[config.mk]
export PLATFORM = sky130hd
export DESIGN_NAME = imem_prefetch
export DESIGN_NICKNAME = d
export VERILOG_FILES = /design/src/rtl/imem_pkg.sv /design/src/rtl/imem_fifo.sv /design/src/rtl/imem_prefetch.sv
export SDC_FILE = /design/constraint.sdc
export NUM_CORES = 1
export LEC_CHECK = 0
export ABC_AREA = 1
export ABC_CLOCK_PERIOD_IN_PS = 7600
export CORE_MARGIN = 2
export CORE_UTILIZATION = 27
export CTS_CLUSTER_SIZE = 28
export DETAILED_ROUTE_END_ITERATION = 10
export PLACE_DENSITY = 0.51
export SYNTH_ARGS = -nofsm -noshare
export SYNTH_HDL_FRONTEND = slang
export SYNTH_SLANG_ARGS = --single-unit
[constraint.sdc]
create_clock -name clk -period 7.6 [get_ports clk]
set_input_delay 1.9 -clock clk [delete_from_list [all_inputs] [get_ports clk]]
set_output_delay 1.9 -clock clk [all_outputs]
set_load 0.02 [all_outputs]
[src/rtl/imem_pkg.sv]
// Shared types and constants for the instruction-fetch front end.
package imem_pkg;
  localparam int INST_W = 32;
  localparam int PC_W   = 32;
  localparam logic [INST_W-1:0] NOP_INST      = 32'h0;
  localparam logic [PC_W-1:0]   RESET_PC_DFLT = 32'h0000_0000;

  typedef struct packed {
    logic [INST_W-1:0] inst;
    logic [PC_W-1:0]   pc;
  } fetch_entry_t;
endpackage

[src/rtl/imem_fifo.sv]
// Synchronous FIFO of fetch entries with flush; head is read combinationally
// from registered storage.
module imem_fifo
  import imem_pkg::*;
#(
  parameter int DEPTH = 4,
  localparam int AW = $clog2(DEPTH),
  localparam int CW = $clog2(DEPTH + 1)
) (
  input  logic         clk,
  input  logic         rst,
  input  logic         flush_i,
  input  logic         push_i,
  input  fetch_entry_t push_dat_i,
  input  logic         pop_i,
  output fetch_entry_t head_o,
  output logic [CW-1:0] count_o
);
  localparam logic [CW-1:0] FULL_C = CW'(DEPTH);

  fetch_entry_t  mem_q [DEPTH];
  logic [AW-1:0] rd_ptr_q, rd_ptr_d, wr_ptr_q, wr_ptr_d;
  logic [CW-1:0] count_q, count_d;
  logic          do_push, do_pop;

  assign do_push = push_i && !flush_i;
  assign do_pop  = pop_i && !flush_i && (count_q != '0);

  always_comb begin
    rd_ptr_d = rd_ptr_q;
    wr_ptr_d = wr_ptr_q;
    count_d  = count_q;
    if (flush_i) begin
      rd_ptr_d = '0;
      wr_ptr_d = '0;
      count_d  = '0;
    end else begin
      if (do_push) wr_ptr_d = wr_ptr_q + 1'b1;
      if (do_pop)  rd_ptr_d = rd_ptr_q + 1'b1;
      case ({do_push, do_pop})
        2'b10:   count_d = count_q + 1'b1;
        2'b01:   count_d = count_q - 1'b1;
        default: count_d = count_q;
      endcase
    end
  end

  always_ff @(posedge clk or posedge rst) begin
    if (rst) begin
      rd_ptr_q <= '0;
      wr_ptr_q <= '0;
      count_q  <= '0;
    end else begin
      rd_ptr_q <= rd_ptr_d;
      wr_ptr_q <= wr_ptr_d;
      count_q  <= count_d;
    end
  end

  always_ff @(posedge clk) begin
    if (do_push) mem_q[wr_ptr_q] <= push_dat_i;
  end

  assign head_o  = mem_q[rd_ptr_q];
  assign count_o = count_q;

  // The upstream credit scheme must never let a word arrive at a full FIFO.
  a_no_push_full: assert property (@(posedge clk) disable iff (rst)
    do_push |-> (count_q != FULL_C));
endmodule

[src/rtl/imem_prefetch.sv]
// Fetch front end: owns the fetch PC, issues credit-limited ROM reads through a
// ROM_LAT-deep in-flight pipe and buffers returned words for decode.
module imem_prefetch
  import imem_pkg::*;
#(
  parameter int              ADDR_W   = 10,
  parameter int              DEPTH    = 4,
  parameter int              ROM_LAT  = 1,
  parameter logic [PC_W-1:0] RESET_PC = RESET_PC_DFLT
) (
  input  logic              clk,
  input  logic              rst,
  input  logic              redirect_i,
  input  logic [PC_W-1:0]   redirect_pc_i,
  input  logic              inst_ready_i,
  output logic              inst_valid_o,
  output logic [INST_W-1:0] inst_o,
  output logic [PC_W-1:0]   inst_pc_o,
  output logic              rom_ce_o,
  output logic [ADDR_W-1:0] rom_addr_o,
  input  logic [INST_W-1:0] rom_data_i
);
  localparam int CW = $clog2(DEPTH + 1);
  localparam logic [CW:0] DEPTH_C = (CW + 1)'(DEPTH);

  logic [PC_W-1:0]    fetch_pc_q, fetch_pc_d;
  logic [ROM_LAT-1:0] infl_vld_q, infl_vld_d;
  logic [PC_W-1:0]    infl_pc_q [ROM_LAT];
  logic [PC_W-1:0]    infl_pc_d [ROM_LAT];
  logic [CW-1:0]      occ, infl_cnt;
  logic               issue;
  fetch_entry_t       push_dat, head;
  logic               unused_pc_lsb;

  assign unused_pc_lsb = ^redirect_pc_i[1:0];

  always_comb begin
    infl_cnt = '0;
    for (int i = 0; i < ROM_LAT; i++) infl_cnt = infl_cnt + CW'(infl_vld_q[i]);
  end

  // Words already buffered plus words still in the ROM pipe count against FIFO space.
  assign issue = !rst && !redirect_i && (({1'b0, occ} + {1'b0, infl_cnt}) < DEPTH_C);

  always_comb begin
    fetch_pc_d = fetch_pc_q;
    infl_vld_d = '0;
    for (int i = 0; i < ROM_LAT; i++) infl_pc_d[i] = infl_pc_q[i];
    if (redirect_i) begin
      fetch_pc_d = {redirect_pc_i[PC_W-1:2], 2'b00};
    end else begin
      infl_vld_d[0] = issue;
      infl_pc_d[0]  = fetch_pc_q;
      for (int i = 1; i < ROM_LAT; i++) begin
        infl_vld_d[i] = infl_vld_q[i-1];
        infl_pc_d[i]  = infl_pc_q[i-1];
      end
      if (issue) fetch_pc_d = fetch_pc_q + 32'd4;
    end
  end

  always_ff @(posedge clk or posedge rst) begin
    if (rst) begin
      fetch_pc_q <= RESET_PC;
      infl_vld_q <= '0;
      for (int i = 0; i < ROM_LAT; i++) infl_pc_q[i] <= '0;
    end else begin
      fetch_pc_q <= fetch_pc_d;
      infl_vld_q <= infl_vld_d;
      for (int i = 0; i < ROM_LAT; i++) infl_pc_q[i] <= infl_pc_d[i];
    end
  end

  assign push_dat.inst = rom_data_i;
  assign push_dat.pc   = infl_pc_q[ROM_LAT-1];

  imem_fifo #(.DEPTH(DEPTH)) u_fifo (
    .clk        (clk),
    .rst        (rst),
    .flush_i    (redirect_i),
    .push_i     (infl_vld_q[ROM_LAT-1]),
    .push_dat_i (push_dat),
    .pop_i      (inst_ready_i),
    .head_o     (head),
    .count_o    (occ)
  );

  assign rom_ce_o     = issue;
  assign rom_addr_o   = issue ? fetch_pc_q[ADDR_W+1:2] : '0;
  assign inst_valid_o = (occ != '0);
  assign inst_o       = inst_valid_o ? head.inst : NOP_INST;
  assign inst_pc_o    = inst_valid_o ? head.pc : '0;
endmodule

==> results of run 1 <==
-- cell type report --
type	instances	area share [%]
inverter	51	1.17
clock inverter	19	0.946
tap	664	5.02
timing repair buffer	153	9.02
clock buffer	47	6.21
multi-input combinational	805	22.3
sequential	316	55.4
-- how the worst min path moves through the flow --
stage / start / to / slack (ps) / cells after the start
finish: infl_pc_q[17]$_DFFE_PP0N_ / u_fifo.mem_q[3][17]$_DFFE_PP_ / 520 / 0
global route: infl_pc_q[17]$_DFFE_PP0N_ / u_fifo.mem_q[3][17]$_DFFE_PP_ / 540 / 0
CTS: infl_pc_q[17]$_DFFE_PP0N_ / u_fifo.mem_q[3][17]$_DFFE_PP_ / 530 / 0
detailed placement: infl_pc_q[10]$_DFFE_PP0N_ / u_fifo.mem_q[0][10]$_DFFE_PP_ / 510 / 0
global placement: infl_pc_q[7]$_DFFE_PP0N_ / u_fifo.mem_q[0][7]$_DFFE_PP_ / 500 / 0
floorplan: fetch_pc_q[31]$_DFFE_PP0P_ / fetch_pc_q[31]$_DFFE_PP0P_ / 470 / 2
-- critical path, delay by kind of cell --
kind	cells	cell delay [ps]
buffers and inverters	4	1860
AND/OR/NAND/NOR	2	220
-- sequential cells by signal, summed over array words and instances (netlist names) --
signal and count:
infl_vld_q 1, u_fifo.mem_q 248, u_fifo.count_o 3, infl_pc_q 30, fetch_pc_q 30, u_fifo.wr_ptr_q 2
u_fifo.rd_ptr_q 2
-- per-stage QoR --
stage | hold slack (ps) | util [%] | instance area (um2) | worst slack [ps] | std cells
2_1_floorplan | 472 | - | 13300 | 2160 | 1238
3_3_place_gp | 498 | 31.4 | 15300 | 1680 | 1989
3_5_place_dp | 511 | 31.4 | 15300 | 1680 | 1989
4_1_cts | 528 | 33.8 | 16500 | 1690 | 2055
5_1_grt | 543 | 33.8 | 16500 | 1460 | 2055
6_report | 522 | 33.8 | 16500 | 1710 | 2055
-- cells by family after synthesis --
kind of cell / after synthesis / synth area share [%]
xor+xnor: 8 / 0.526
other cells: 1 / 0.0282
fa+ha+maj: 6 / 0.620
flops: 316 / 68.7
compound gates: 257 / 10.1
buf+inv: 117 / 3.90
simple gates: 532 / 16.1
-- cell usage after synthesis, drive strengths merged --
cell type    n
xor2         7
and3         1
o22ai        1
a22oi        7
ha           5
nor2       312
nand3b       1
nor3         3
a21boi       3
o21ai      161
nand4        3
xnor2        1
conb         1
nand3       44
edfxtp     248
o211ai      10
nand2      168
fa           1
o221ai       1
inv         51
buf         33
clkbuf      33
a21oi       74
dfrtp       68
-- per-layer routing --
metal | vias up | GRT usage, % | routed length (um)
met4 | 0 | 3.61 | 681
met1 | 4371 | 18.4 | 16100
li1 | 4498 | - | -
met3 | 45 | 2.95 | 1640
met2 | 205 | 22.2 | 16100
met5 | - | 0 | 0
-- report_power, final --
group	total (W)	switching, W	internal [W]
Combinational	0.00120	0.000762	0.000439
Sequential	0.00207	0.000108	0.00196
Clock	0.00173	0.000702	0.00103
-- placed cells by master, fill, tap and decap left out, types with 3 or more instances in the layout --
cell type	count
clkinv_1	5
inv_1	46
nor2_1	299
nor3_1	3
nand2_2	4
nor2_4	9
clkinv_2	7
clkdlybuf4s50_1	138
inv_2	4
buf_4	14
a22oi_1	7
nand2_1	164
a21boi_0	3
nor2_2	4
o21ai_0	160
clkbuf_1	7
a21oi_1	74
clkbuf_16	40
nand4_1	3
nand3_1	41
xor2_1	7
dfrtp_1	66
o211ai_1	10
ha_1	5
edfxtp_1	248
==> flow_metrics.env, run 1 <==
export IMPL_setup_viol=0
export IMPL_grt_pass1_vias=8972
export IMPL_power_density_mw_per_mm2=303
export IMPL_firstDrtPassIters=4
export IMPL_yosysWarningCount=0
export IMPL_worstSetupStartpointType="input port"
export IMPL_fill_cells=4980
export IMPL_drcViolationCount=0
export IMPL_maxSlewHeadroom_pct=31.0
export IMPL_num_vias=9119
export IMPL_worstReg2RegStart="u_fifo.rd_ptr_q[0]$_DFFE_PP0P_"
export IMPL_synth_area_mm2=0.0133
export IMPL_r2r_slack_ps=4960
export IMPL_clockBufferDepth=3
export IMPL_cp_max_fo=24
export IMPL_fp_dieArea_mm2=0.0511
export IMPL_cts_setup_buffers=0
export IMPL_critPathSlowestCell="clkdlybuf4s50_1"
export IMPL_grt_pass1_wl_um=53300
export IMPL_ant_nets=0
export IMPL_tritoncts="built"
export IMPL_power_w=0.00500
export IMPL_startpoint="rst"
export IMPL_routed_via_density=4.44
export IMPL_grt_start_max_net_pins=83
export IMPL_grt_usage_pct=13.6
export IMPL_worst_pin_slew_ps=1040
export IMPL_seq_area_mm2=0.00915
export IMPL_path_clk_slew_ps=60
export IMPL_timing_rr_end="u_fifo.rd_ptr_q[0]$_DFFE_PP0P_"
export IMPL_hold_path_class="reg -> reg"
export IMPL_multi_input_area_mm2=0.00368
export IMPL_endpoint_kind="output port"
export IMPL_outcome="completed"
export IMPL_finalCriticalPeriod_ps=5890
export IMPL_final_hold_viol_count=0
export IMPL_antenna_found_initial=0
export IMPL_reg2reg_depth=3
export IMPL_overflow=0
export IMPL_syn_area_per_cell_um2=10.8
export IMPL_cpMostUsedCell="clkdlybuf4s50_1"
export IMPL_fp_dieW_um=226
export IMPL_io_buffers=139
export IMPL_synth_largest_area_cell="edfxtp_1"
export IMPL_crit_arrival_ps=3990
export IMPL_antenna_cells=0
export IMPL_core_mm2=0.0488
export IMPL_cts_buffers=38
export IMPL_setup_tns_ps=0
export IMPL_clock_skew_final_ps=13.7
export IMPL_syn2layout_area_growth_pct=24.2
export IMPL_clock_fmax_ghz=0.170
export IMPL_pin_count=144
export IMPL_required_ps=5700
export IMPL_rsz0062_at_grt="no"
export IMPL_post_route_period_util_pct=77.5
export IMPL_post_drt_wl_per_cell_um=16.8
export IMPL_crit_type="in -> out"
export IMPL_initial_core_util_pct=27.3
export IMPL_drive_gt1_share_pct=6.90
export IMPL_power_leakage_nw=5.92
export IMPL_cts_resized=0
export IMPL_setup_worst_path_end="rom_ce_o"
export IMPL_netlist_top_cells_area="edfxtp_1, dfrtp_1, nor2_1"
export IMPL_finalMaxSlewViolations=0
export IMPL_drt_iter0_drc=638
export IMPL_layout_nets=1439
export IMPL_peakVddDrop_v=0.000162
export IMPL_drv_cap=0
export IMPL_routed_wirelength_um=34500
export IMPL_hpwl_um=20100
export IMPL_place_congestion=0.831
export IMPL_worstSkewPairLatency_ps=540
export IMPL_netlist_instances=1237
export IMPL_ys_types=35
export IMPL_crit_path_max_incr_delay_ps=720
export IMPL_rows=81
export IMPL_die_h_um=226
export IMPL_yosys_register_bits=316
export IMPL_cts_root_buffer="clkbuf_16"
export IMPL_yosysSeqAreaShare_pct=68.7
export IMPL_cts_sinks=316
export IMPL_cp_cell_sequence="clkdlybuf4s50_1 -> nor2_1 -> nand3_2 -> buf_4 -> inv_1 -> clkdlybuf4s50_1"
export IMPL_hold_buffers=0
export IMPL_synth_top_cell_area_share_pct=55.9
export IMPL_h_tree_depth=2
Note: power is estimated with default switching activity, not from simulation.
==> run 2: changes to the inputs <==
- ABC_CLOCK_PERIOD_IN_PS: 7600 -> 5520
- clock period: 7.6 -> 5.52 ns (I/O delays scaled with it)
==> flow_metrics.env, run 2 (synthesized netlist as in run 1, its figures left out) <==
export IMPL_rows=81
export IMPL_initial_core_util_pct=27.3
export IMPL_power_leakage_nw=5.96
export IMPL_largest_reg_flops=248
export IMPL_crit_path_max_incr_delay_ps=730
export IMPL_hold_buffers=0
export IMPL_antenna_cells=0
export IMPL_worst_pin_slew_ps=1050
export IMPL_top_register="u_fifo.mem_q"
export IMPL_drv_cap=0
export IMPL_io_buffers=139
export IMPL_outcome="completed"
export IMPL_final_hold_viol_count=0
export IMPL_h_tree_depth=2
export IMPL_hpwl_um=20300
export IMPL_crit_arrival_ps=3490
export IMPL_final_common_cell="nor2_1"
export IMPL_final_cell_mix="nor2_1, edfxtp_1, nand2_1"
export IMPL_die_h_um=226
export IMPL_power_density_mw_per_mm2=418
export IMPL_antenna_found_initial=0
export IMPL_path_clk_slew_ps=50
export IMPL_ant_nets=0
export IMPL_timing_rr_end="fetch_pc_q[13]$_DFFE_PP0P_"
export IMPL_place_congestion=0.824
export IMPL_startpoint="u_fifo.rd_ptr_q[0]$_DFFE_PP0P_"
export IMPL_cts_resized=0
export IMPL_crit_type="reg -> out"
export IMPL_top_regs="u_fifo.mem_q: 248 flops, fetch_pc_q: 30 flops, infl_pc_q: 30 flops"
export IMPL_r2r_slack_ps=3130
export IMPL_drcViolationCount=0
export IMPL_drt_iter0_drc=541
export IMPL_grt_pass1_vias=8945
export IMPL_fp_dieW_um=226
export IMPL_fp_dieArea_mm2=0.0511
export IMPL_post_drt_wl_per_cell_um=16.7
export IMPL_cts_root_buffer="clkbuf_16"
export IMPL_num_vias=9144
export IMPL_worstSkewPairLatency_ps=550
export IMPL_reg2reg_depth=7
export IMPL_grt_start_max_net_pins=85
export IMPL_routed_wirelength_um=34500
export IMPL_setup_worst_path_end="inst_o[10]"
export IMPL_finalMaxSlewViolations=0
export IMPL_grt_usage_pct=13.5
export IMPL_core_mm2=0.0488
export IMPL_tritoncts="built"
export IMPL_endpoint_kind="output port"
export IMPL_worstSetupStartpointType="flop"
export IMPL_post_route_period_util_pct=88.3
export IMPL_worstReg2RegStart="u_fifo.count_o[0]$_DFFE_PP0P_"
export IMPL_finalCriticalPeriod_ps=4870
export IMPL_setup_tns_ps=0
export IMPL_layout_nets=1445
export IMPL_drive_gt1_share_pct=7.28
export IMPL_maxSlewHeadroom_pct=29.8
export IMPL_clock_fmax_ghz=0.205
export IMPL_peakVddDrop_v=0.000188
export IMPL_required_ps=4140
export IMPL_overflow=0
export IMPL_cts_sinks=316
export IMPL_syn2layout_area_growth_pct=24.8
export IMPL_hold_path_class="reg -> reg"
export IMPL_cp_max_fo=84
export IMPL_cts_buffers=39
export IMPL_firstDrtPassIters=5
export IMPL_cts_setup_buffers=0
export IMPL_setup_viol=0
export IMPL_grt_pass1_wl_um=52500
export IMPL_cp_cell_sequence="buf_4 -> buf_4 -> nor2_1 -> nor2_1 -> o21ai_0 -> a21oi_1 -> clkdlybuf4s50_1"
export IMPL_rsz0062_at_grt="no"
export IMPL_clockBufferDepth=3
export IMPL_holdWs_ps=515
export IMPL_critPathSlowestCell="buf_4"
export IMPL_clock_skew_final_ps=19.3
export IMPL_pin_count=144
export IMPL_routed_via_density=4.43
run 2: changes by cell type in the layout (fill, tap and decap cells not counted), sizes merged:
cell      delta
clkbuf       +3
clkinvlp     +2
inv          +1
buf          +5
run 2: worst max-delay path: cells and delay by family (launching register included):
| kind | cells | cell delay (ps) |
|---|---|---|
| buffers and inverters | 3 | 1940 |
| flip-flops | 1 | 410 |
| AO/OA/AOI/OAI | 2 | 350 |
| AND/OR/NAND/NOR | 2 | 190 |
run 2: layout make-up:
class,count,area (um2)
Fill cell,4957,32200
Timing Repair Buffer,158,1540
Clock inverter,22,175
Tap cell,664,831
Sequential cell,316,9150
Clock buffer,50,1050
Inverter,51,193
Multi-Input combinational cell,805,3680
run 2: worst min-delay path by stage:
stage                                     from                            end  cells after the start  slack, ps
finish              fetch_pc_q[31]$_DFFE_PP0P_     fetch_pc_q[31]$_DFFE_PP0P_                      2        510
global route         infl_pc_q[13]$_DFFE_PP0N_  u_fifo.mem_q[0][13]$_DFFE_PP_                      0        540
CTS                 fetch_pc_q[31]$_DFFE_PP0P_     fetch_pc_q[31]$_DFFE_PP0P_                      2        510
detailed placement  fetch_pc_q[31]$_DFFE_PP0P_     fetch_pc_q[31]$_DFFE_PP0P_                      2        500
global placement     infl_pc_q[10]$_DFFE_PP0N_  u_fifo.mem_q[2][10]$_DFFE_PP_                      0        500
floorplan           fetch_pc_q[31]$_DFFE_PP0P_     fetch_pc_q[31]$_DFFE_PP0P_                      2        470
run 2: per-layer routing:
| metal | global-route usage [%] | wire length, um |
|---|---|---|
| met1 | 17.7 | 16200 |
| met3 | 2.39 | 1360 |
| met5 | 0 | 0 |
| met4 | 4.33 | 770 |
| met2 | 22.5 | 16100 |
run 2: power breakdown:
| group | leakage [nW] | internal [W] | switching [W] |
|---|---|---|---|
| Clock | 0.585 | 0.00144 | 0.000985 |
| Combinational | 2.29 | 0.000619 | 0.00109 |
| Sequential | 3.08 | 0.00271 | 0.000108 |
| Total | 5.96 | 0.00477 | 0.00218 |
run 2: metrics by stage:
| step | instance area [um2] | worst slack (ps) | instances | utilization, % | power (W) |
|---|---|---|---|---|---|
| 6_report | 16600 | 645 | 2066 | 34.0 | 0.00695 |
| 5_1_grt | 16600 | 394 | 2066 | 34.0 | 0.00730 |
| 4_1_cts | 16600 | 606 | 2066 | 34.0 | 0.00707 |
| 3_5_place_dp | 15400 | 897 | 1994 | 31.5 | 0.00461 |
| 3_3_place_gp | 15400 | 900 | 1994 | 31.5 | 0.00459 |
| 2_1_floorplan | 13300 | 605 | 1238 | - | 0.00379 |
==> run 3: changes to the inputs <==
- GPL_ROUTABILITY_DRIVEN: unset -> 0
==> results of run 3 <==
Final layout, timing and power as in run 2 (identical DEF).
==> RTL edit 1: new RTL, config.mk and constraints of run 3 <==
`ROM_LAT`: 1 -> 2.
--- a/src/rtl/imem_prefetch.sv
+++ b/src/rtl/imem_prefetch.sv
@@ -7,3 +7,3 @@
   parameter int              DEPTH    = 4,
-  parameter int              ROM_LAT  = 1,
+  parameter int              ROM_LAT  = 2,
   parameter logic [PC_W-1:0] RESET_PC = RESET_PC_DFLT
Check against the original RTL: not equivalent (a bounded check fails within 4 cycles, from zero or initial values and one cycle with rst high).
==> RTL edit 1 against run 3 <==
- critical path depth fell by 1
- sequential cell count is 31 higher
- global-route usage decreased by 0.23 points
- synthesized area increased by 9.5%
- total power is 6.3% lower
- non-clock buffer count shrank 3
- worst hold slack got worse by 0.041 ns
- design area up 8.2%
- clock power increased by 5%
- setup slack gained 0.24 ns
- via count rose by 8.4%
- routed wire length is 7.4% higher
- critical path type unchanged
==> RTL edit 1: results (changes against run 3) <==
setup_path:
  reg2reg_from: "u_fifo.count_o[0]"
  start_kind: "flip-flop"
  slowest_delay_ns: 0.65  # -0.08 ns
  crit_path_max_fanout: 71  # -15%
  cpMaxStageDelayCell: "clkdlybuf4s50_1"
  worstPathArrival_ns: 3.26  # -0.23 ns
placed_design:
  dpl.cell_count: 2171  # +8.9%
  post-dp-hpwl_um: 21400  # +5.5%
  place_area_sq_um: 16700  # +8.6%
detailed_routing:
  vias_per_cell: 4.42  # -0.18%
  first_iter_violations: 600  # +11%
  first_pass_iters: 5  # unchanged
  routedWlPerCell_um: 16.5  # -1.1%
sta:
  tightest_slew_ns: 1.00  # -0.0492 ns
  finClkSkew_ns: 0.0209  # +0.00155 ns
synthesis:
  synth_cell_types: 37  # +5.7%
  synth_area_leaders: "edfxtp_1 51%, dfrtp_1 17%, nor2_1 8.0%"
  async_flop_share_pct: 28.5  # +7.0 points
  ys_top_cells_by_count: "310 x nor2_1, 250 x nand2_1, 248 x edfxtp_1"
  ys_seq_area_share_pct: 68.1  # -0.63 points
outcome:
  status: "completed"
grt:
  grt_max_degree: 88  # +3.5%
  grt_pass1_wl_um: 57200  # +9.0%
  grt_pass1_vias: 9720  # +8.7%
hold_path:
  holdCritStartpoint: "infl_pc_q[51]"
final_layout:
  nNetsFinal: 1592  # +10%
  reg.largest.list: "u_fifo.mem_q x248, infl_pc_q x60, fetch_pc_q x30"
  drive_above_1_share_pct: 7.56  # +0.28 points
  instances_no_fill: 2244  # +8.6%
clocking:
  cts_buffers: 40  # +2.6%
  cts_resized: 0  # unchanged
power_and_ir_drop:
  ir_drop_mv: 0.177  # -5.6%
  p_leak_uw: 0.00674  # +13%
[RTL edit 1: cell count changes in the layout (fill, tap and decap cells not counted), moves of 7 or more]
cell and delta:
o211ai_1 -7, nand3_1 -12, dfrtp_1 +31, o21ai_0 +20, nor2_1 +7, buf_4 -7
inv_1 +15, nand2_1 +86
[RTL edit 1: power by group]
part / internal (uW) / switching [uW]
Sequential: 2940 / 108
Combinational: 336 / 576
Clock: 1500 / 1050
[RTL edit 1: worst paths after layout]
| check | end | slack, ns | cells after the start |
|---|---|---|---|
| max in group asynchronous | fetch_pc_q[28] | 3.34 | 3 |
| worst min register to register | infl_pc_q[19] | 0.47 | 2 |
| worst max-delay path | inst_o[0] | 0.88 | 6 |
| worst max register to register | fetch_pc_q[29] | 3.24 | 9 |
| min in group asynchronous | infl_pc_q[26] | 1.35 | 2 |
| worst min-delay path | infl_pc_q[19] | 0.47 | 2 |
[RTL edit 1: worst min-delay path, cell delays in order, from the launching register on]
cell	delay, ns
dfrtp_1	0.34
nand2_1	0.05
nand2_1	0.05
[RTL edit 1: layer usage]
layer,vias up,wire length (um),track usage [%]
met5,-,0,0
met4,0,756,4.16
met3,46,1520,2.33
met2,194,17500,22.1
met1,4756,17300,17.5
li1,4918,-,-
[RTL edit 1: kinds of logic after synthesis]
family                     count (synthesis)  synth area share, %
and+or+nand+nor                          620                 17.1
AOI/OAI and AO/OA                        266                 9.42
adders and majority gates                  7                0.652
DFF                                      347                 68.1
other                                      1               0.0257
xor gates and xnor gates                   9                0.541
buffers and inverters                    139                 4.15
[RTL edit 1: area by class of cell]
class | instances | area (sq um)
multi-input cells | 904 | 4080
fillers | 5436 | 35600
repair buffers | 155 | 1580
flip-flops and latches | 347 | 9930
clock buffers | 47 | 1050
inverters | 69 | 263
well taps | 696 | 871
clock inverters | 26 | 211
==> RTL edit 2: new RTL, flow settings as in run 3 <==
Without the edit above. Reset style: synchronous (`rst`), changed in 2 clocked blocks.
--- a/src/rtl/imem_fifo.sv
+++ b/src/rtl/imem_fifo.sv
@@ -47,3 +47,3 @@
 
-  always_ff @(posedge clk or posedge rst) begin
+  always_ff @(posedge clk) begin
     if (rst) begin
--- a/src/rtl/imem_prefetch.sv
+++ b/src/rtl/imem_prefetch.sv
@@ -61,3 +61,3 @@
 
-  always_ff @(posedge clk or posedge rst) begin
+  always_ff @(posedge clk) begin
     if (rst) begin
Behaviour: differs if rst is asserted again (counterexample within 4 cycles, from zero or initial values and one cycle with rst high); with rst held inactive, the same outputs for 4 cycles.
==> RTL edit 2 against run 3 <==
- sequential cell count rose by 2
- routed wire length is 2.0% lower
- setup slack improved by 0.14 ns
- design area is essentially flat
- via count increased by 1.3%
- count of clock-buffer cells in the layout down 2
- non-clock buffer count is 1 lower
- synthesized area decreased by 0.64%
- register-to-register slack better by 0.33 ns
- utilization up 0.11 points
- critical path type is now input pin to primary output
- critical endpoint is now rom_ce_o
Power is not compared: it rests on default switching activity, and its combinational part moved more than twofold at a synthesized area within 25%.
==> RTL edit 2: results (changes against run 3) <==
hold_path:
  holdCritStartpoint: "u_fifo.rd_ptr_q[1]"
setup_path:
  r2r_end: "u_fifo.mem_q[1][52]"
  worstPathArrival_ns: 3.36  # -0.13 ns
  cpMaxStageDelayCell: "clkdlybuf4s50_1"
  reg2reg_slack_ns: 3.46  # +0.33 ns
  crit_path_max_fanout: 19  # -77%
  reg2reg_from: "infl_vld_q"
  slowest_delay_ns: 0.66  # -0.07 ns
  rr_worst_depth: 3  # -4
power_and_ir_drop:
  p_leak_uw: 0.00570
detailed_routing:
  first_pass_iters: 5  # unchanged
  first_iter_violations: 484  # -11%
  dr_wl_met3_um: 1870  # +38%
  met1_length_um: 15800  # -2.5%
  vias_per_cell: 4.51  # +1.9%
  met2_length_um: 15400  # -4.2%
  finalWirelength_um: 33700  # -2.0%
  routedWlPerCell_um: 16.4  # -1.4%
clocking:
  cts_buffers: 37  # -5.1%
  clkTransAtPathRegs_ns: 0.05  # about the same
  cts.path.max_buffers: 3  # unchanged
grt:
  grt_pass1_wl_um: 51900  # -1.1%
  grt_usage_pct: 13.3  # -0.14 points
  met1_usage_pct: 17.8  # +0.055 points
  grt_pass1_vias: 9014  # +0.77%
  grt_max_degree: 88  # +3.5%
  globalRouteMet3Util_pct: 3.04  # +0.64 points
  grt_use_met2_pct: 21.4  # -1.1 points
outcome:
  status: "completed"
synthesis:
  synth_cell_types: 39  # +11%
  synth_area_leaders: "edfxtp_1 56%, dfxtp_1 11%, nor2_1 8.7%"
  synthCells: 1275  # +3.1%
  ys_top_cells_by_count: "306 x nor2_1, 248 x edfxtp_1, 165 x o21ai_0"
  ys_seq_area_share_pct: 66.9  # -1.8 points
  async_flop_share_pct: 0  # -22 points
final_layout:
  nNetsFinal: 1477  # +2.2%
  drive_above_1_share_pct: 8.11  # +0.83 points
  fill_cells: 4905  # -1.0%
sta:
  finClkSkew_ns: 0.0186  # -0.000729 ns
  whs_ns: 0.462  # -0.0525 ns
  hold_viol: 0  # unchanged
  maxSlewHeadroom_pct: 33.0  # +3.2 points
placed_design:
  place_area_sq_um: 15400  # -0.23%
  dp_slack_ns: 0.763  # -0.134 ns
  dpl.cell_count: 1985  # -0.45%
  post-dp-hpwl_um: 20600  # +1.6%
-- RTL edit 2: worst register-to-register path, stage by stage, from the launching register on --
cell,delay [ns]
dfxtp_1,0.40
nand2_1,0.31
nor2_4,0.74
buf_12,0.29
-- RTL edit 2: power by group through the flow --
stage | logic [uW] | clock network, uW | registers [uW]
floorplan | 158 | 0 | 2710
global placement | 296 | 0 | 2720
detailed placement | 298 | 0 | 2720
CTS | 300 | 2540 | 2670
global route | 328 | 2630 | 2680
finish | 295 | 2460 | 2670
-- RTL edit 2: cell type report --
cell class	count	area, sq um	share of cell area (%)
Sequential cell	318	8850	53.3
Multi-Input combinational cell	812	3800	22.9
Timing Repair Buffer	157	1640	9.87
Clock buffer	48	1040	6.27
Tap cell	622	778	4.69
Inverter	76	289	1.74
Clock inverter	20	203	1.22
-- RTL edit 2: cell families (layout without fill, tap and decap cells) --
| logic type | Yosys count | count (layout) | share of synthesized area (%) |
|---|---|---|---|
| simple gates | 478 | 478 | 14.9 |
| flops | 318 | 318 | 66.9 |
| compound gates | 315 | 315 | 12.2 |
| buf+inv | 146 | 301 | 4.62 |
| xor+xnor | 10 | 10 | 0.662 |
| fa+ha+maj | 7 | 7 | 0.719 |
| other cells | 1 | 2 | 0.0283 |
-- RTL edit 2: worst max path at each step --
stage	end	slack, ns	cells after the start	from
6_report	rom_ce_o	0.78	5	redirect_i
5_1_grt	inst_pc_o[7]	0.50	6	flip-flop
4_1_cts	inst_pc_o[7]	0.63	6	flip-flop
3_5_place_dp	rom_ce_o	0.76	5	redirect_i
3_3_place_gp	rom_ce_o	0.77	5	redirect_i
2_1_floorplan	u_fifo.mem_q[0][10]	0.62	4	redirect_i
